$ cat src/rtl/rv_pkg.sv
// rv_pkg: types and constants shared by the front-end pipeline stages.
//   XLEN / INSTR_W   : address and instruction widths
//   DEFAULT_RESET_PC : boot address used when a stage is not told otherwise
//   NOP_INSTR        : canonical RV32I nop (addi x0, x0, 0)
//   fetch_state_t    : fetch stage control state
//   fetch_entry_t    : one buffered fetch result {pc, instr}
package rv_pkg;

    localparam int XLEN    = 32;
    localparam int INSTR_W = 32;

    localparam logic [XLEN-1:0]    DEFAULT_RESET_PC = 32'h0000_0000;
    localparam logic [INSTR_W-1:0] NOP_INSTR        = 32'h0000_0013;

    typedef enum logic {
        FETCH = 1'b0,
        FLUSH = 1'b1
    } fetch_state_t;

    typedef struct packed {
        logic [XLEN-1:0]    pc;
        logic [INSTR_W-1:0] instr;
    } fetch_entry_t;

    // Clear the byte offset so every address handed to memory is word aligned.
    function automatic logic [XLEN-1:0] word_align(input logic [XLEN-1:0] a);
        return a & {{(XLEN-2){1'b1}}, 2'b00};
    endfunction

endpackage

$ cat src/rtl/fetch_fifo.sv
// fetch_fifo: synchronous FIFO holding fetched {pc, instr} entries.
//   clk, rst_n   : clock, synchronous active-low reset
//   push / wdata : write an entry (ignored when full unless a pop frees a slot)
//   pop  / rdata : rdata is the current head; pop advances it (ignored when empty)
//   clear        : drop every entry; wins over a same-cycle push
//   count, empty, full : occupancy status of the registered state
module fetch_fifo #(
    parameter int DEPTH = 4,
    parameter int WIDTH = 64
) (
    input  logic                     clk,
    input  logic                     rst_n,
    input  logic                     push,
    input  logic                     pop,
    input  logic                     clear,
    input  logic [WIDTH-1:0]         wdata,
    output logic [WIDTH-1:0]         rdata,
    output logic [$clog2(DEPTH):0]   count,
    output logic                     empty,
    output logic                     full
);

    localparam int AW = $clog2(DEPTH);

    logic [WIDTH-1:0] mem_q [DEPTH];
    // One extra pointer bit distinguishes full from empty.
    logic [AW:0]      wr_ptr_q, wr_ptr_d;
    logic [AW:0]      rd_ptr_q, rd_ptr_d;
    logic             do_push, do_pop;

    assign count   = wr_ptr_q - rd_ptr_q;
    assign empty   = (count == '0);
    assign full    = (count == (AW+1)'(DEPTH));
    assign do_pop  = pop && !empty;
    assign do_push = push && (!full || do_pop);
    assign rdata   = mem_q[rd_ptr_q[AW-1:0]];

    always_comb begin
        wr_ptr_d = wr_ptr_q;
        rd_ptr_d = rd_ptr_q;
        if (do_push) wr_ptr_d = wr_ptr_q + 1'b1;
        if (do_pop)  rd_ptr_d = rd_ptr_q + 1'b1;
        if (clear) begin
            wr_ptr_d = '0;
            rd_ptr_d = '0;
        end
    end

    always_ff @(posedge clk) begin
        if (!rst_n) begin
            wr_ptr_q <= '0;
            rd_ptr_q <= '0;
        end else begin
            wr_ptr_q <= wr_ptr_d;
            rd_ptr_q <= rd_ptr_d;
        end
    end

    // Storage needs no reset; the pointers define what is valid.
    always_ff @(posedge clk) begin
        if (do_push && !clear) mem_q[wr_ptr_q[AW-1:0]] <= wdata;
    end

endmodule

$ cat src/rtl/instr_fetch.sv
// instr_fetch: program counter, instruction memory request/response handling
// and decoder-facing buffer.
//   clk, rst_n                    : clock, synchronous active-low reset
//   imem_req_valid/ready/addr     : word read requests to instruction memory
//   imem_rsp_valid/data           : in-order read responses
//   redirect_valid/pc             : control-flow redirect pulse and target
//   out_valid/ready, out_instr/pc : instruction stream to the decoder
module instr_fetch
    import rv_pkg::*;
#(
    parameter logic [XLEN-1:0] RESET_PC   = DEFAULT_RESET_PC,
    parameter int              FIFO_DEPTH = 4
) (
    input  logic               clk,
    input  logic               rst_n,
    output logic               imem_req_valid,
    input  logic               imem_req_ready,
    output logic [XLEN-1:0]    imem_req_addr,
    input  logic               imem_rsp_valid,
    input  logic [INSTR_W-1:0] imem_rsp_data,
    input  logic               redirect_valid,
    input  logic [XLEN-1:0]    redirect_pc,
    output logic               out_valid,
    input  logic               out_ready,
    output logic [INSTR_W-1:0] out_instr,
    output logic [XLEN-1:0]    out_pc
);

    localparam int CW = $clog2(FIFO_DEPTH) + 1;

    fetch_state_t   state_q, state_d;
    logic [XLEN-1:0] req_pc_q, req_pc_d;
    logic [XLEN-1:0] rsp_pc_q, rsp_pc_d;
    logic [CW-1:0]   outstanding_q, outstanding_d;
    logic [CW-1:0]   fifo_count;
    logic            fifo_empty, fifo_full, fifo_push, fifo_pop;
    fetch_entry_t    push_entry, head_entry;
    logic            req_fire, rsp_accept, credit_ok;
    logic [XLEN-1:0] redirect_target;

    assign redirect_target = word_align(redirect_pc);

    // Every in-flight request owns a FIFO slot, so the buffer can never overflow.
    assign credit_ok = (({1'b0, outstanding_q} + {1'b0, fifo_count}) < (CW+1)'(FIFO_DEPTH))
                       && !fifo_full;

    assign req_fire   = imem_req_valid && imem_req_ready;
    // A response with nothing outstanding is a protocol error and is dropped.
    assign rsp_accept = imem_rsp_valid && (outstanding_q != '0);
    // Redirect beats a same-cycle response: the word belongs to the old path.
    assign fifo_push  = rsp_accept && (state_q == FETCH) && !redirect_valid;
    assign fifo_pop   = out_valid && out_ready;

    assign outstanding_d = outstanding_q + CW'(req_fire) - CW'(rsp_accept);

    assign push_entry = '{pc: rsp_pc_q, instr: imem_rsp_data};

    always_comb begin
        req_pc_d = req_pc_q;
        rsp_pc_d = rsp_pc_q;
        if (req_fire)  req_pc_d = req_pc_q + 32'd4;
        if (fifo_push) rsp_pc_d = rsp_pc_q + 32'd4;
        if (redirect_valid) begin
            req_pc_d = redirect_target;
            rsp_pc_d = redirect_target;
        end
    end

    always_ff @(posedge clk) begin
        if (!rst_n) begin
            req_pc_q      <= RESET_PC;
            rsp_pc_q      <= RESET_PC;
            outstanding_q <= '0;
        end else begin
            req_pc_q      <= req_pc_d;
            rsp_pc_q      <= rsp_pc_d;
            outstanding_q <= outstanding_d;
        end
    end

    // State register
    always_ff @(posedge clk) begin
        if (!rst_n) state_q <= FETCH;
        else        state_q <= state_d;
    end

    // Next state: anything still in flight after a redirect is stale and
    // must drain before fetching resumes on the new path.
    always_comb begin
        state_d = state_q;
        if (redirect_valid)
            state_d = (outstanding_d != '0) ? FLUSH : FETCH;
        else if ((state_q == FLUSH) && (outstanding_d == '0))
            state_d = FETCH;
    end

    // Outputs: rst_n gating keeps both valids low through a multi-cycle reset.
    always_comb begin
        imem_req_valid = rst_n && (state_q == FETCH) && credit_ok && !redirect_valid;
        imem_req_addr  = req_pc_q;
    end

    assign out_valid = rst_n && !fifo_empty && !redirect_valid;
    assign out_instr = fifo_empty ? NOP_INSTR : head_entry.instr;
    assign out_pc    = head_entry.pc;

    fetch_fifo #(
        .DEPTH (FIFO_DEPTH),
        .WIDTH ($bits(fetch_entry_t))
    ) u_fifo (
        .clk   (clk),
        .rst_n (rst_n),
        .push  (fifo_push),
        .pop   (fifo_pop),
        .clear (redirect_valid),
        .wdata (push_entry),
        .rdata (head_entry),
        .count (fifo_count),
        .empty (fifo_empty),
        .full  (fifo_full)
    );

endmodule

$ cat config.mk
export PLATFORM = sky130hd
export DESIGN_NAME = instr_fetch
export DESIGN_NICKNAME = d
export VERILOG_FILES = /design/src/rtl/rv_pkg.sv /design/src/rtl/fetch_fifo.sv /design/src/rtl/instr_fetch.sv
export SDC_FILE = /design/constraint.sdc
export NUM_CORES = 1
export LEC_CHECK = 0
export ABC_AREA = 1
export BUFFER_PORTS_ARGS = -buffer_cell sky130_fd_sc_hd__buf_2
export CORE_UTILIZATION = 33
export DETAILED_ROUTE_END_ITERATION = 16
export GPL_ROUTABILITY_DRIVEN = 0
export PLACE_DENSITY = 0.5
export SYNTH_ARGS = -nofsm -noshare
export SYNTH_HDL_FRONTEND = slang
export SYNTH_SLANG_ARGS = --single-unit
$ cat constraint.sdc
create_clock -name clk -period 4.97 [get_ports clk]
set_clock_uncertainty 0.2 [all_clocks]
set_input_delay 1.2425 -clock clk [delete_from_list [all_inputs] [get_ports clk]]
set_output_delay 1.2425 -clock clk [all_outputs]
set_load 0.03 [all_outputs]
==> results.yml, run 1 <==
finish:
  antenna_cells: 0
  layout.filler_cells: 4311
  fin_util_pct: 39.9
  drive_above_1_share_pct: 15.3
  area_growth_pct: 19.0
  multi_input_area_sq_um: 4820
  regArea_sq_um: 8890
  final_area_sq_um: 17200
  nNetsFinal: 1761
worst_setup_path:
  path_cells: "inv_1 > ha_1 > inv_1 > fa_1 > inv_1 > nand2_1 > nand3_1 > nand2_1 > ha_1 > nor2_1 > nand3_2 > nor2_4 > nand2_1 > inv_1 > buf_2"
  path_class: "flip-flop to output port"
  cp.required_ns: 3.53
  cp.arrival_ns: 2.92
  crit_fanout: 4
  critPathTopFamily: "adder cells"
  crit_slowest_cell: "fa_1"
  crit_buf_inv: 5
  start_kind: "flip-flop"
  endpoint_kind: "output port"
  critPathMostFrequentCell: "inv_1"
  slowest_delay_ns: 0.40
sta:
  relSlewSlack_pct: 52.1
  tightest_slew_ns: 0.718
  finalHoldWorstSlack_ns: 0.307
  fin_tns_setup_ns: 0
  maxSlewViolCount: 0
  setup_viol: 0
  period_share_pct: 87.8
  fmax_ghz: 0.229
  finalCriticalPeriod_ns: 4.36
  hold_viol: 0
  rsz0062_at_grt: "no"
place:
  io_buffers: 161
  placed_area_sq_um: 15900
  dp_hpwl_microns: 24600
routing:
  wl_microns: 39400
  drc_errors: 0
  first_iter_violations: 788
  wl_per_cell_microns: 17.2
  antenna_left: 0
  viasPerCell: 4.85
  drtPass1Iterations: 7
  via_count: 11100
global_route:
  met1_usage_pct: 24.0
  grt_use_met2_pct: 29.0
  grt_overflow: 0
  grt_pass1_wl_microns: 60700
  busiest_layer: "met2"
  first_global_vias: 10663
  grt_usage_pct: 17.7
  antenna_found_initial: 0
  gr-usage-met3_pct: 2.97
  grt_max_degree: 69
yosys:
  yosys_warnings: 0
  yosysUniqueCellTypes: 42
  synth_most_common_cell: "nand2_1"
  seq_area_frac_synth_pct: 61.4
  synth_area_sq_um: 14500
  synth.largest_area_cell: "edfxtp_1"
  yosys_register_bits: 320
  synthArstFlopShare_pct: 0
  synth.avg_cell_area_sq_um: 9.47
  synth_top_cell_area_share_pct: 51.5
  synth-edff-count: 248
  syn_inst: 1528
  synthTopCellsByCount: "nand2_1 (309), nor2_1 (263), edfxtp_1 (248)"
  netlist_top_cells_area: "edfxtp_1 (51%), dfxtp_1 (10%), nand2_1 (8.0%), nor2_1 (6.8%), o21ai_0 (5.9%)"
  ys.flop_type: "edfxtp_1"
die:
  core_sq_um: 43200
  row_count: 76
  io-pin-count: 168
  start_util_pct: 33.5
  dieWidth_microns: 211
  dieArea_sq_um: 44700
  dieHeight_microns: 211
clocking:
  cts_tree: "built"
  postCtsHoldBufs: 0
  postCtsResizedCells: 0
  ctsRootBufferMaster: "clkbuf_16"
  cts-buffers-inserted: 38
  cts.reportedPaths.clkPinSlew_ns: 0.06
  cts_setup_buffers: 0
  cts_sinks: 320
  clk_latency_ns: 0.56
  cts_buffer_depth: 3
  htreeDepth: 2
power:
  irDropWorstVdd_mv: 0.227
  powerDensity_nw_per_um2: 393
  leakagePower_nw: 6.66
outcome:
  outcome: "finished clean"
min_path:
  hp-class: "flip-flop to flip-flop"
run:
  maxCapViolCount: 0
-- per-layer routing --
metal	up-vias	routed length, microns	share of wire (%)
li1	5474	-	-
met1	5255	18100	46
met2	318	18100	46
met3	53	2390	6.1
met4	0	853	2.2
met5	-	0	0
-- cell type report --
class                           count  area share (%)
Sequential cell                   320            51.7
Multi-Input combinational cell   1013            28.0
Clock buffer                       45            6.11
Timing Repair Buffer              178            5.79
Tap cell                          585            4.25
Inverter                          126            2.77
Clock inverter                     24            1.39
-- placed cells by master, fill, tap and decap left out, types with 41 or more instances in the layout --
| master | Yosys | layout |
|---|---|---|
| nand2_1 | 309 | 309 |
| nand3_1 | 65 | 65 |
| dfxtp_1 | 72 | 70 |
| nor2_1 | 263 | 259 |
| o21ai_0 | 171 | 171 |
| edfxtp_1 | 248 | 248 |
| buf_2 | 12 | 161 |
| a21oi_1 | 45 | 45 |
| clkbuf_16 | 0 | 41 |
| o22ai_1 | 61 | 61 |
| inv_1 | 119 | 119 |
-- where the power goes --
part	internal, mW	switching (mW)	leakage (nW)
Sequential	3.04	0.123	2.85
Clock	1.72	1.12	0.635
Combinational	0.226	0.531	3.17
-- through the flow --
stage	power [mW]	std cells	setup WS, ns
finish	6.76	2291	0.606
global route	7.05	2291	0.407
CTS	6.85	2291	0.549
detailed placement	3.98	2222	0.821
global placement	3.97	2222	0.853
floorplan	3.70	1531	-0.450
-- final timing paths --
path | start | slack, ns | depth (start not counted) | end
max reg2reg | u_fifo.wr_ptr_q[0]$_SDFFE_PP0P_ | 1.04 | 22 | state_q$_SDFFE_PN0P_
min | u_fifo.wr_ptr_q[0]$_SDFFE_PP0P_ | 0.31 | 2 | u_fifo.wr_ptr_q[0]$_SDFFE_PP0P_
min reg2reg | u_fifo.wr_ptr_q[0]$_SDFFE_PP0P_ | 0.31 | 2 | u_fifo.wr_ptr_q[0]$_SDFFE_PP0P_
max | u_fifo.wr_ptr_q[0]$_SDFFE_PP0P_ | 0.61 | 15 | imem_req_valid
-- worst reg2reg max path: cells and delay by family (launching register included) --
kind,cells,cell delay (ns)
XOR/XNOR,1,0.17
flip-flops,1,0.33
buffers and inverters,6,0.42
adder cells (fa/ha/maj),6,1.77
AND/OR/NAND/NOR,9,0.95
-- kinds of logic after synthesis --
group | after synthesis | share of synthesized area (%)
muxes | 2 | 0.138
and+or+nand+nor | 673 | 19.1
DFF | 320 | 61.4
AOI/OAI and AO/OA | 304 | 11.5
xor gates and xnor gates | 16 | 0.969
other | 1 | 0.0259
buffers and inverters | 198 | 5.52
adders and majority gates | 14 | 1.31
-- state kept, by name, summed over array words and instances, names as in the netlist, named ones only --
signal           flops
imem_req_addr       30
outstanding_q        3
rsp_pc_q            30
state_q              1
u_fifo.mem_q       248
u_fifo.rd_ptr_q      3
u_fifo.wr_ptr_q      3
Power figures use the tool's default switching activity.
==> inputs of run 2 (changes only) <==
--- a/config.mk
+++ b/config.mk
@@ -7,10 +7,10 @@
 export LEC_CHECK = 0
 export ABC_AREA = 1
 export BUFFER_PORTS_ARGS = -buffer_cell sky130_fd_sc_hd__buf_2
-export CORE_UTILIZATION = 33
+export CORE_UTILIZATION = 53
 export DETAILED_ROUTE_END_ITERATION = 16
 export GPL_ROUTABILITY_DRIVEN = 0
-export PLACE_DENSITY = 0.5
+export PLACE_DENSITY = 0.74
 export SYNTH_ARGS = -nofsm -noshare
 export SYNTH_HDL_FRONTEND = slang
 export SYNTH_SLANG_ARGS = --single-unit
==> results.yml, run 2 (synthesis results as in run 1) <==
outcome:
  outcome: "finished clean"
sta:
  rsz0062_at_grt: "no"
  hold_viol: 0
  fmax_ghz: 0.231
  tightest_slew_ns: 0.711
  maxSlewViolCount: 0
  fin_tns_setup_ns: 0
  setup_viol: 0
  finalCriticalPeriod_ns: 4.33
  relSlewSlack_pct: 52.6
  period_share_pct: 87.0
  setup_ws_ns: 0.644
clocking:
  clk_latency_ns: 0.51
  cts.reportedPaths.clkPinSlew_ns: 0.06
  cts_sinks: 320
  htreeDepth: 2
  ctsRootBufferMaster: "clkbuf_16"
  cts_tree: "built"
  cts_setup_buffers: 0
  postCtsHoldBufs: 0
  cts-buffers-inserted: 34
  postCtsResizedCells: 0
  cts_buffer_depth: 3
worst_setup_path:
  worst_r2r_endpoint: "state_q$_SDFFE_PN0P_"
  critPathMostFrequentCell: "inv_1"
  crit_slowest_cell: "fa_1"
  r2r_slack_ns: 1.04
  cp.arrival_ns: 2.88
  path_class: "flip-flop to output port"
  cp.required_ns: 3.53
  slowest_delay_ns: 0.41
  ff2ff_path_depth: 22
  start_kind: "flip-flop"
  endpoint_kind: "output port"
  crit_fanout: 4
  timing.rr.start: "u_fifo.wr_ptr_q[0]$_SDFFE_PP0P_"
  cp-startpoint: "u_fifo.wr_ptr_q[0]$_SDFFE_PP0P_"
  path_cells: "inv_1 > ha_1 > inv_1 > fa_1 > inv_1 > nand2_1 > nand3_1 > nand2_1 > ha_1 > nor2_1 > nand3_2 > nor2_4 > nand2_1 > inv_1 > buf_2"
finish:
  antenna_cells: 0
  largest_register_ffs: 248
  layout_common_cells: "nand2_1 (309), nor2_1 (259), edfxtp_1 (248)"
  area_growth_pct: 15.8
  drive_above_1_share_pct: 14.8
  final_cells: 2042
  nNetsFinal: 1760
  fin_util_pct: 62.3
  final_area_sq_um: 16800
  final_common_cell: "nand2_1"
min_path:
  min_path_cells: 2
  hp-class: "flip-flop to flip-flop"
  hp-start: "u_fifo.wr_ptr_q[0]$_SDFFE_PP0P_"
  hold_path_end: "u_fifo.wr_ptr_q[0]$_SDFFE_PP0P_"
routing:
  via_count: 11317
  wl_per_cell_microns: 16.9
  drtPass1Iterations: 7
  drc_errors: 0
  first_iter_violations: 1007
  viasPerCell: 5.54
  wl_microns: 34500
  antenna_left: 0
power:
  powerDensity_nw_per_um2: 384
  irDropWorstVdd_mv: 0.235
  leakagePower_nw: 6.58
run:
  maxCapViolCount: 0
global_route:
  grt_max_degree: 71
  antenna_found_initial: 0
  grt_usage_pct: 24.7
  grt_overflow: 0
  first_global_vias: 10684
  grt_pass1_wl_microns: 55000
die:
  start_util_pct: 53.8
  dieWidth_microns: 167
  dieHeight_microns: 167
  row_count: 60
  core_sq_um: 26900
  io-pin-count: 168
  dieArea_sq_um: 28000
place:
  dp_hpwl_microns: 21600
  placed_area_sq_um: 15600
  dpl.cell_count: 1981
  place_ws_ns: 1.05
  io_buffers: 161
[run 2: how the worst max path moves through the flow]
stage | to | depth (start not counted)
2_1_floorplan | u_fifo.mem_q[0][0]$_DFFE_PP_ | 6
3_3_place_gp | state_q$_SDFFE_PN0P_ | 22
3_5_place_dp | state_q$_SDFFE_PN0P_ | 22
4_1_cts | imem_req_valid | 15
5_1_grt | imem_req_valid | 15
6_report | imem_req_valid | 15
[run 2: power breakdown]
part	total, mW	switching (mW)	internal, mW	leakage (nW)
Sequential	3.16	0.119	3.04	2.85
Clock	2.53	1.01	1.51	0.539
Combinational	0.744	0.516	0.228	3.19
Total	6.43	1.65	4.78	6.58
[run 2: layout make-up]
type	instances	area [sq um]
fillers	2187	10100
flip-flops and latches	320	8890
multi-input cells	1013	4820
repair buffers	181	1020
clock buffers	45	913
inverters	126	477
well taps	341	427
clock inverters	16	203
[run 2: worst max-delay path: cells and delay by family, from the launching register on]
family,cells,cell delay (ns)
adders and majority gates,3,0.84
buffers and inverters,5,0.49
DFF,1,0.34
and+or+nand+nor,7,0.69
[run 2: per-stage QoR]
stage	total power, mW	hold slack [ns]
after floorplan	3.70	0.270
after global routing	6.66	0.343
after CTS	6.46	0.320
after detailed placement	3.95	0.305
after global placement	3.93	0.289
final	6.43	0.317
[run 2: routing by layer]
layer / vias to the layer above / global-route usage, % / routed length [microns]
li1: 5475 / - / -
met1: 5305 / 33.5 / 14600
met2: 472 / 40.7 / 16300
met3: 65 / 4.09 / 2850
met4: 0 / 7.58 / 795
met5: - / 0 / 0
==> inputs of run 3 (changes only) <==
--- a/config.mk
+++ b/config.mk
@@ -10,7 +10,9 @@
 export CORE_UTILIZATION = 53
 export DETAILED_ROUTE_END_ITERATION = 16
 export GPL_ROUTABILITY_DRIVEN = 0
+export MAX_ROUTING_LAYER = met4
 export PLACE_DENSITY = 0.74
+export SLEW_MARGIN = 20
 export SYNTH_ARGS = -nofsm -noshare
 export SYNTH_HDL_FRONTEND = slang
 export SYNTH_SLANG_ARGS = --single-unit
==> results.yml, run 3 (synthesis results as in run 1) <==
outcome:
  outcome: "finished clean"
run:
  maxCapViolCount: 0
power:
  powerDensity_nw_per_um2: 384
  leakagePower_nw: 6.58
  irDropWorstVdd_mv: 0.235
global_route:
  grt_max_degree: 71
  grt_usage_pct: 25.4
  first_global_vias: 10689
  antenna_found_initial: 0
  grt_overflow: 0
  grt_pass1_wl_microns: 55000
worst_setup_path:
  cp.required_ns: 3.53
  path_class: "flip-flop to output port"
  cp-startpoint: "u_fifo.wr_ptr_q[0]$_SDFFE_PP0P_"
  timing.rr.start: "u_fifo.wr_ptr_q[0]$_SDFFE_PP0P_"
  endpoint_kind: "output port"
  cp.arrival_ns: 2.88
  crit_fanout: 4
  start_kind: "flip-flop"
finish:
  final_common_cell: "nand2_1"
  largest_register_ffs: 248
  nNetsFinal: 1760
  fin_util_pct: 62.3
  antenna_cells: 0
  layout_common_cells: "nand2_1 (309), nor2_1 (259), edfxtp_1 (248)"
  regArea_sq_um: 8890
  layout.filler_cells: 2187
  multi_input_area_sq_um: 4820
  area_growth_pct: 15.8
  drive_above_1_share_pct: 14.8
routing:
  route.met2.wl_microns: 16300
  first_iter_violations: 966
  viasPerCell: 5.56
  antenna_left: 0
  drtPass1Iterations: 5
  top_layer_used: "met4"
  via_count: 11344
  wl_microns: 34600
  drc_errors: 0
  wl_per_cell_microns: 16.9
  wl_met3_microns: 2970
  m1WireLength_microns: 14600
clocking:
  cts_buffer_depth: 3
  clk_latency_ns: 0.51
  cts-buffers-inserted: 34
  cts_setup_buffers: 0
  postCtsHoldBufs: 0
  cts.reportedPaths.clkPinSlew_ns: 0.06
  ctsRootBufferMaster: "clkbuf_16"
  postCtsResizedCells: 0
  cts_sinks: 320
  htreeDepth: 2
  cts_tree: "built"
sta:
  relSlewSlack_pct: 51.8
  maxSlewViolCount: 0
  period_share_pct: 87.0
  setup_viol: 0
  fmax_ghz: 0.231
  hold_viol: 0
  setup_ws_ns: 0.644
  rsz0062_at_grt: "no"
  finalCriticalPeriod_ns: 4.33
  tightest_slew_ns: 0.722
min_path:
  hp-class: "flip-flop to flip-flop"
  hp-start: "u_fifo.wr_ptr_q[0]$_SDFFE_PP0P_"
die:
  dieHeight_microns: 167
  core_sq_um: 26900
  dieArea_sq_um: 28000
  row_count: 60
  start_util_pct: 53.8
  io-pin-count: 168
  dieWidth_microns: 167
place:
  dp_hpwl_microns: 21600
  place_ws_ns: 1.05
  io_buffers: 161
-- run 3: per-stage QoR --
| stage | hold WS [ns] | std cells | setup TNS [ns] | cell area [sq um] | power, mW |
|---|---|---|---|---|---|
| 6_report | 0.318 | 2042 | 0 | 16800 | 6.43 |
| 3_5_place_dp | 0.305 | 1981 | 0 | 15600 | 3.95 |
| 5_1_grt | 0.343 | 2042 | 0 | 16800 | 6.66 |
| 3_3_place_gp | 0.289 | 1981 | 0 | 15600 | 3.93 |
| 2_1_floorplan | 0.270 | 1531 | -111.65 | 14500 | 3.70 |
| 4_1_cts | 0.320 | 2042 | 0 | 16800 | 6.46 |
-- run 3: cell type report --
cell class / count / share of cell area (%)
Clock inverter: 16 / 1.21
Sequential cell: 320 / 53.1
Clock buffer: 45 / 5.45
Inverter: 126 / 2.85
Multi-Input combinational cell: 1013 / 28.8
Timing Repair Buffer: 181 / 6.08
Tap cell: 341 / 2.55
-- run 3: path summary, 6_finish.rpt --
| kind | endpoint | slack [ns] | cells past startpoint |
|---|---|---|---|
| min reg2reg | u_fifo.wr_ptr_q[0]$_SDFFE_PP0P_ | 0.32 | 2 |
| min | u_fifo.wr_ptr_q[0]$_SDFFE_PP0P_ | 0.32 | 2 |
| max | imem_req_valid | 0.64 | 15 |
| max reg2reg | state_q$_SDFFE_PN0P_ | 1.05 | 22 |
-- run 3: power by group --
part / internal (mW) / switching (mW)
combinational: 0.228 / 0.516
clock: 1.51 / 1.01
sequential: 3.04 / 0.119
total: 4.78 / 1.65
-- run 3: layer usage --
layer | vias to the layer above | track usage (%)
met4 | 0 | 7.38
met5 | - | -
li1 | 5481 | -
met2 | 494 | 40.8
met1 | 5298 | 33.7
met3 | 71 | 3.95
-- run 3: critical path, stage by stage, from the launching register on --
cell and delay, ns:
dfxtp_1 0.34, inv_1 0.13, ha_1 0.16, inv_1 0.04
fa_1 0.41, inv_1 0.09, nand2_1 0.06, nand3_1 0.11
nand2_1 0.10, ha_1 0.27, nor2_1 0.12, nand3_2 0.10
nor2_4 0.13, nand2_1 0.07, inv_1 0.05, buf_2 0.18
